$ cat src/rtl/freq_meter_pkg.sv
`default_nettype none
// ============================================================================
//  Module      : freq_meter_pkg
//  Description : Shared state encoding and sizing helper for freq_meter.
//  Revision    : 1.0  initial release
// ============================================================================
package freq_meter_pkg;

   // Measurement FSM states
   typedef enum logic [1:0] {
      IDLE  = 2'd0,
      GATE  = 2'd1,
      LATCH = 2'd2
   } state_t;

   // Width of the gate counter; a one-cycle window still needs one bit
   function automatic int gate_cnt_width(input int cycles);
      return (cycles > 1) ? $clog2(cycles) : 1;
   endfunction

endpackage : freq_meter_pkg
`default_nettype wire

$ cat src/rtl/sync_edge.sv
`default_nettype none
// ============================================================================
//  Module      : sync_edge
//  Description : Multi-stage synchronizer for an asynchronous input followed
//                by a rising-edge detector (one-cycle pulse per rising edge).
//  Revision    : 1.0  initial release
// ============================================================================
module sync_edge #(
   parameter int SYNC_STAGES = 2
) (
   input  logic clk,
   input  logic rst,
   input  logic sig_in,
   output logic edge_pulse
);

   logic [SYNC_STAGES-1:0] r_sync;
   logic                   r_prev;

   // Synchronizer chain plus one delayed copy for edge detection
   always_ff @(posedge clk or negedge rst) begin
      if (!rst) begin
         r_sync <= '0;
         r_prev <= 1'b0;
      end else begin
         r_sync <= {r_sync[SYNC_STAGES-2:0], sig_in};
         r_prev <= r_sync[SYNC_STAGES-1];
      end
   end

   assign edge_pulse = r_sync[SYNC_STAGES-1] & ~r_prev;

endmodule : sync_edge
`default_nettype wire

$ cat src/rtl/freq_meter.sv
`default_nettype none
// ============================================================================
//  Module      : freq_meter
//  Description : Gate-time frequency counter. Counts rising edges of an
//                asynchronous input over GATE_CYCLES clk cycles and latches
//                the (saturating) count as the measured frequency.
//  Revision    : 1.0  initial release
// ============================================================================
module freq_meter
   import freq_meter_pkg::*;
#(
   parameter int GATE_CYCLES = 100_000_000,
   parameter int CNT_W       = 24,
   parameter int SYNC_STAGES = 2
) (
   input  logic             clk,
   input  logic             rst,
   input  logic             sig_in,
   input  logic             start,
   input  logic             cont,
   output logic             busy,
   output logic [CNT_W-1:0] freq,
   output logic             ovf,
   output logic             done
);

   localparam int                  c_gate_w    = gate_cnt_width(GATE_CYCLES);
   localparam logic [c_gate_w-1:0] c_gate_last = c_gate_w'(GATE_CYCLES - 1);
   localparam logic [c_gate_w-1:0] c_gate_inc  = c_gate_w'(1);
   localparam logic [CNT_W-1:0]    c_cnt_max   = {CNT_W{1'b1}};
   localparam logic [CNT_W-1:0]    c_cnt_inc   = CNT_W'(1);

   state_t              r_state;
   state_t              w_next;
   logic [c_gate_w-1:0] r_gate_cnt;
   logic [CNT_W-1:0]    r_edge_cnt;
   logic                r_sat;
   logic                w_edge;
   logic                w_last;

   sync_edge #(
      .SYNC_STAGES (SYNC_STAGES)
   ) u_sync_edge (
      .clk        (clk),
      .rst        (rst),
      .sig_in     (sig_in),
      .edge_pulse (w_edge)
   );

   assign w_last = (r_gate_cnt == c_gate_last);

   // State register
   always_ff @(posedge clk or negedge rst) begin
      if (!rst) r_state <= IDLE;
      else      r_state <= w_next;
   end

   // Next-state logic; start and cont are only looked at outside the window
   always_comb begin
      w_next = r_state;
      unique case (r_state)
         IDLE:    if (start || cont) w_next = GATE;
         GATE:    if (w_last)        w_next = LATCH;
         LATCH:   w_next = cont ? GATE : IDLE;
         default: w_next = IDLE;
      endcase
   end

   // Gate counter and saturating edge counter, cleared whenever not gating
   always_ff @(posedge clk or negedge rst) begin
      if (!rst) begin
         r_gate_cnt <= '0;
         r_edge_cnt <= '0;
         r_sat      <= 1'b0;
      end else if (r_state == GATE) begin
         r_gate_cnt <= r_gate_cnt + c_gate_inc;
         if (w_edge) begin
            if (r_edge_cnt == c_cnt_max) r_sat      <= 1'b1;
            else                         r_edge_cnt <= r_edge_cnt + c_cnt_inc;
         end
      end else begin
         r_gate_cnt <= '0;
         r_edge_cnt <= '0;
         r_sat      <= 1'b0;
      end
   end

   // Registered outputs: result captured in LATCH, done follows one cycle later
   always_ff @(posedge clk or negedge rst) begin
      if (!rst) begin
         freq <= '0;
         ovf  <= 1'b0;
         done <= 1'b0;
         busy <= 1'b0;
      end else begin
         done <= (r_state == LATCH);
         busy <= (w_next == GATE) || (w_next == LATCH);
         if (r_state == LATCH) begin
            freq <= r_edge_cnt;
            ovf  <= r_sat;
         end
      end
   end

endmodule : freq_meter
`default_nettype wire

$ cat config.mk
export PLATFORM = sky130hd
export DESIGN_NAME = freq_meter
export DESIGN_NICKNAME = d
export VERILOG_FILES = /design/src/rtl/freq_meter_pkg.sv /design/src/rtl/sync_edge.sv /design/src/rtl/freq_meter.sv
export SDC_FILE = /design/constraint.sdc
export NUM_CORES = 1
export LEC_CHECK = 0
export CORE_UTILIZATION = 30
export DETAILED_ROUTE_END_ITERATION = 6
export SLEW_MARGIN = 25
export SYNTH_ARGS = -nofsm -noshare
export SYNTH_HDL_FRONTEND = slang
export SYNTH_SLANG_ARGS = --single-unit
$ cat constraint.sdc
create_clock -name clk -period 3.3 [get_ports clk]
set_input_delay 0.66 -clock clk [delete_from_list [all_inputs] [get_ports clk]]
set_output_delay 0.66 -clock clk [all_outputs]
set_load 0.02 [all_outputs]
==> flow_metrics.py, run 1 <==
metrics = {
    "critical_path": {
        "crit_path_end_kind": "flip-flop",
        "path_class": "reg -> reg",
        "start_kind": "flip-flop",
        "arrival_ns": 2.33,
        "cp_max_fo": 6,
        "cp.required_ns": 3.51,
    },
    "finish": {
        "multiInputGateArea_um2": 1690,
        "areaGrowthSynthToFinish_pct": 20.8,
        "final_cell_mix": "84 x dfrtp_1, 47 x nor2_1, 30 x clkdlybuf4s50_1, 25 x nand2_1",
        "num_antenna_cells": 0,
        "n_fill_cell": 1287,
        "layout_commonest_cell": "dfrtp_1",
        "regArea_um2": 2100,
        "nets": 402,
        "drive_gt1_share_pct": 12.3,
    },
    "global_routing": {
        "grt_pass1_wl_mm": 13.4,
        "met2_usage_pct": 20.9,
        "grtUsageMet3_pct": 3.48,
        "grt_max_degree": 85,
        "gr-total-overflow": 0,
        "gr-usage-all-layers_pct": 13.1,
        "busiest_layer": "met2",
        "first_global_vias": 2687,
        "antenna_found_initial": 0,
        "grt_use_met1_pct": 17.0,
    },
    "clock_network": {
        "clk_latency_ns": 0.34,
        "clock_sinks": 84,
        "cts_setup_buffers": 0,
        "clock-root-buffer": "clkbuf_16",
        "cts_tree": "yes",
        "cts_made_buffers": 9,
        "path_clk_slew_ns": 0.06,
        "cts_buffer_depth": 2,
        "cts-hold-fix-buffers": 0,
        "cts-resized-gates": 0,
        "htreeDepth": 3,
    },
    "timing": {
        "worst_slew_pin_slew_ns": 0.843,
        "post-route-period-util_pct": 64.3,
        "fin_ws_ns": 1.18,
        "fmax_ghz": 0.471,
        "rsz0062_at_grt": "no",
        "slew_headroom_pct": 43.3,
        "fin_setup_tns_ns": 0,
        "setup_viol": 0,
        "hold_viol": 0,
        "period_needed_ns": 2.12,
        "slew_viol_final": 0,
        "fin_skew_ns": 0.00970,
    },
    "die": {
        "core_region_area_um2": 12600,
        "start_util_pct": 30.6,
        "die_w_um": 115,
        "die_area_um2": 13300,
        "std_cell_rows": 41,
        "io-pin-count": 32,
        "die_h_um": 115,
    },
    "synthesis": {
        "synth_area_leaders": "dfrtp_1 55%, mux2_2 6.4%, xnor2_1 5.0%",
        "syn_nets": 368,
        "synth_area_leader_cell": "dfrtp_1",
        "ys_seq_elements": 84,
        "synth.distinct_cells": 38,
        "avgSynthCellArea_um2": 10.7,
        "syn_area_um2": 3850,
        "async_reset_ff_share_pct": 100,
        "ys_seq_area_share_pct": 54.6,
        "yosys_warnings": 0,
        "synthCells": 361,
        "yosysTopAreaCellShare_pct": 54.6,
        "synth_edf_count": 0,
        "yosys_most_used_dff": "dfrtp_1",
    },
    "drt": {
        "drtIter0Drc": 101,
        "drc": 2,
        "drt-total-wl_mm": 7.65,
        "wl_per_cell_um": 13.4,
        "num_vias": 2749,
        "via_per_inst": 4.81,
        "detail-route-antenna-nets": 0,
        "drt_pass1_iterations": 6,
    },
    "pwr": {
        "p_per_area_nw_per_um2": 503,
        "vdd_drop_max_mv": 0.251,
        "leakagePower_nw": 2.02,
    },
    "job": {
        "maxCapViolCount": 0,
    },
    "place": {
        "portBuffers": 31,
        "hpwl_mm": 5.25,
        "gp_congestion": 0.794,
        "pre_cts_slack_ns": 1.16,
    },
    "worst_hold_path": {
        "hold_path_class": "reg -> reg",
    },
    "outcome": {
        "violations": "DRC",
        "status": "finished, violations left",
    },
}
==> path summary, 6_finish.rpt <==
| check | depth (start not counted) | start | slack (ns) | endpoint |
|---|---|---|---|---|
| min reg2reg | 0 | u_sync_edge.r_sync[0] | 0.36 | u_sync_edge.r_sync[1] |
| min in group asynchronous | 1 | rst | 0.37 | freq[23] |
| max | 6 | r_edge_cnt[0] | 1.18 | r_edge_cnt[7] |
| min | 0 | u_sync_edge.r_sync[0] | 0.36 | u_sync_edge.r_sync[1] |
| max in group asynchronous | 1 | rst | 2.42 | busy |
| max reg2reg | 6 | r_edge_cnt[0] | 1.18 | r_edge_cnt[7] |
==> Yosys cell counts (all sizes together) (2+ instances only) <==
| cell type | n |
|---|---|
| or4 | 5 |
| xnor2 | 22 |
| nor2 | 47 |
| nand4 | 13 |
| mux2 | 22 |
| and2 | 4 |
| a21oi | 12 |
| and4 | 8 |
| clkbuf | 10 |
| or3 | 8 |
| nor3 | 5 |
| and3 | 10 |
| ha | 2 |
| a211oi | 5 |
| xor2 | 16 |
| nor4 | 11 |
| nor2b | 2 |
| o21ai | 10 |
| dfrtp | 84 |
| nand3 | 17 |
| nand2 | 25 |
| o211ai | 4 |
| nand2b | 5 |
| inv | 5 |
==> cells by family (layout without fill, tap and decap cells) <==
family,after synthesis,after routing,synth area share [%]
adders and majority gates,2,2,0.650
muxes,23,23,6.69
DFF,84,84,54.6
and+or+nand+nor,163,163,22.4
xor gates and xnor gates,38,38,8.64
buffers and inverters,16,55,1.56
AOI/OAI and AO/OA,35,35,5.46
==> through the flow <==
step | hold slack (ns) | std cells | area, µm² | total power [W] | utilization, %
finish | 0.361 | 572 | 4650 | 0.00234 | 37.0
detailed placement | 0.340 | 556 | 4360 | 0.00139 | 34.7
floorplan | 0.331 | 361 | 3850 | 0.00131 | -
global route | 0.388 | 572 | 4650 | 0.00246 | 37.0
global placement | 0.345 | 556 | 4350 | 0.00137 | 34.6
CTS | 0.364 | 572 | 4650 | 0.00239 | 37.0
==> report_power, final <==
part           switching [W]  internal [W]
combinational      0.0000986     0.0000845
sequential         0.0000812       0.00110
clock               0.000393      0.000582
total               0.000573       0.00177
==> layer usage <==
layer  wire length (µm)  up-vias
li1                   -     1349
met1               3590     1356
met2               3700       35
met3                248        9
met4                106        0
met5                  0        -
==> flip-flops by register name (all words and copies together), names as in the netlist <==
name,flops
r_gate_cnt,27
freq,24
r_edge_cnt,24
r_state,2
u_sync_edge.r_sync,2
busy,1
done,1
ovf,1
r_sat,1
u_sync_edge.r_prev,1
==> final cells by class <==
class / count / area share (%)
well taps: 172 / 4.63
clock buffers: 9 / 4.84
flip-flops and latches: 84 / 45.2
repair buffers: 34 / 7.18
multi-input cells: 261 / 36.3
clock inverters: 7 / 1.45
inverters: 5 / 0.404
==> critical path: stages (launching register included) <==
cell and delay (ns):
dfrtp_1 0.45, ha_1 0.24, nand3_1 0.15, nor4_1 0.73
a211oi_1 0.21, xnor2_1 0.17, nor2_1 0.06
Note: power is estimated with default switching activity, not from simulation.
==> run 2: changes to the inputs <==
Clock period 3.3 ns to 1.85 ns, I/O delays scaled along.
==> flow_metrics.py, run 2 (synthesis results as in run 1) <==
metrics = {
    "outcome": {
        "status": "finished, violations left",
        "violations": "setup timing",
    },
    "critical_path": {
        "r2r-end": "r_edge_cnt[21]",
        "cpPeakStageDelay_ns": 0.57,
        "path_delay_family": "simple AND/OR/NAND/NOR gates",
        "reg2reg_slack_ns": -0.09,
        "r2r_cells": 5,
        "crit_path_end_kind": "flip-flop",
        "cp.required_ns": 2.12,
        "crit_chain": "nand2_1, or4_4, or3_1, or3_1, a21oi_2",
        "crit-reg2reg-launch": "r_edge_cnt[7]",
        "start_kind": "flip-flop",
        "setup.worst_path.start": "r_edge_cnt[7]",
        "path_class": "reg -> reg",
        "arrival_ns": 2.21,
        "cp_slowest_cell": "or4_4",
        "cpMostUsedCell": "or3_1",
        "cp_max_fo": 3,
        "path_buf_inv": 0,
    },
    "worst_hold_path": {
        "hold_start": "u_sync_edge.r_sync[0]",
        "hold_path_class": "reg -> reg",
        "hold-path-endpoint": "u_sync_edge.r_sync[1]",
        "hold_depth": 0,
    },
    "clock_network": {
        "cts_tree": "yes",
        "cts_buffer_depth": 2,
        "path_clk_slew_ns": 0.06,
        "clock-root-buffer": "clkbuf_16",
        "cts_made_buffers": 9,
        "clock_sinks": 84,
        "htreeDepth": 3,
        "clk_latency_ns": 0.34,
    },
    "timing": {
        "fin_setup_tns_ns": -0.134,
        "fmax_ghz": 0.516,
        "rsz0062_at_grt": "yes",
        "worst_slew_pin_slew_ns": 0.465,
        "fin_ws_ns": -0.0872,
        "hold_viol": 0,
        "setup_viol": 2,
        "slew_headroom_pct": 69.0,
        "fin_skew_ns": 0.00690,
        "period_needed_ns": 1.94,
        "slew_viol_final": 0,
        "post-route-period-util_pct": 105,
    },
    "pwr": {
        "total_power_w": 0.00456,
        "vdd_drop_max_mv": 0.610,
        "leakagePower_nw": 2.26,
        "p_per_area_nw_per_um2": 892,
    },
    "place": {
        "dp_cells": 594,
        "portBuffers": 31,
        "pre_cts_slack_ns": -0.0273,
        "hpwl_mm": 5.87,
        "gp_congestion": 0.849,
    },
    "global_routing": {
        "grt_max_degree": 41,
        "antenna_found_initial": 0,
        "grt_pass1_wl_mm": 14.3,
        "gr-total-overflow": 0,
        "gr-usage-all-layers_pct": 14.0,
        "first_global_vias": 2989,
    },
    "finish": {
        "drive_gt1_share_pct": 23.3,
        "areaGrowthSynthToFinish_pct": 32.6,
        "largest_reg_flops": 27,
        "reg_top3": "r_gate_cnt (27), freq (24), r_edge_cnt (24)",
        "layout_commonest_cell": "dfrtp_1",
        "final_cell_mix": "84 x dfrtp_1, 47 x nor2_1, 44 x buf_4, 30 x clkdlybuf4s50_1, 25 x nand2_1",
        "n_fill_cell": 1257,
        "nets": 445,
        "max_flop_register": "r_gate_cnt",
        "num_antenna_cells": 0,
        "final_util_pct": 40.6,
        "stdcell_count": 615,
    },
    "die": {
        "die_w_um": 115,
        "die_area_um2": 13300,
        "core_region_area_um2": 12600,
        "std_cell_rows": 41,
        "start_util_pct": 30.6,
        "die_h_um": 115,
        "io-pin-count": 32,
    },
    "job": {
        "maxCapViolCount": 0,
    },
    "drt": {
        "via_per_inst": 4.71,
        "num_vias": 2894,
        "detail-route-antenna-nets": 0,
        "drt-total-wl_mm": 8.54,
        "drtIter0Drc": 111,
        "wl_per_cell_um": 13.9,
        "drt_pass1_iterations": 6,
        "drc": 0,
    },
}
==> run 2: changes by cell type in the layout (fill, tap and decap cells not counted), sizes merged <==
cell         change
dlygate4sd3      +1
clkbuf           +4
clkinvlp         +1
clkinv           -6
bufinv           +1
buf             +42
==> run 2: routing by layer <==
metal | vias up | GRT usage, % | part of all wire [%]
met5 | - | 0 | 0
met4 | 0 | 3.12 | 0.50
met3 | 4 | 4.53 | 3.6
met2 | 48 | 24.5 | 51
met1 | 1415 | 16.6 | 45
li1 | 1427 | - | -
==> run 2: area by class of cell <==
type                            instances  area (µm²)  area share, %
Multi-Input combinational cell        261        1750           34.3
Timing Repair Buffer                   77         681           13.3
Inverter                                5        18.8          0.368
Tap cell                              172         215           4.21
Clock buffer                           13         270           5.29
Sequential cell                        84        2100           41.2
Clock inverter                          3        67.6           1.32
==> run 2: metrics by stage <==
| stage | hold WS (ns) | cell area [µm²] |
|---|---|---|
| 3_3_place_gp | 0.311 | 4660 |
| 4_1_cts | 0.350 | 5030 |
| 3_5_place_dp | 0.312 | 4660 |
| 5_1_grt | 0.352 | 5110 |
| 2_1_floorplan | 0.0744 | 3850 |
| 6_report | 0.346 | 5110 |
==> run 2: repair_timing <==
action                                  4_1_cts  5_1_grt
setup buffers                                 2        2
cloned                                        0        0
pin swaps                                     1        6
gates resized for setup                       0       13
endpoints found under the setup margin        2       20
endpoints found under the hold margin        25        0
hold buffers                                  1        0
==> run 2: worst reg2reg max path, delay by kind of cell, from the launching register on <==
family	cells	cell delay (ns)
AO/OA/AOI/OAI	1	0.14
AND/OR/NAND/NOR	4	1.38
flip-flops	1	0.35
==> run 2: worst max-delay path by stage <==
stage                endpoint  slack [ns]  cells after the start
5_1_grt        r_edge_cnt[21]       -0.13                      5
4_1_cts        r_edge_cnt[21]       -0.04                      5
2_1_floorplan  r_edge_cnt[21]      -0.009                      5
6_report       r_edge_cnt[21]       -0.09                      5
3_3_place_gp   r_edge_cnt[19]       0.004                      5
3_5_place_dp   r_edge_cnt[21]       -0.03                      5
==> run 2: power breakdown <==
group | internal (W) | switching, W
Clock | 0.00129 | 0.000703
Combinational | 0.000242 | 0.000263
Sequential | 0.00196 | 0.0000943
Total | 0.00350 | 0.00106
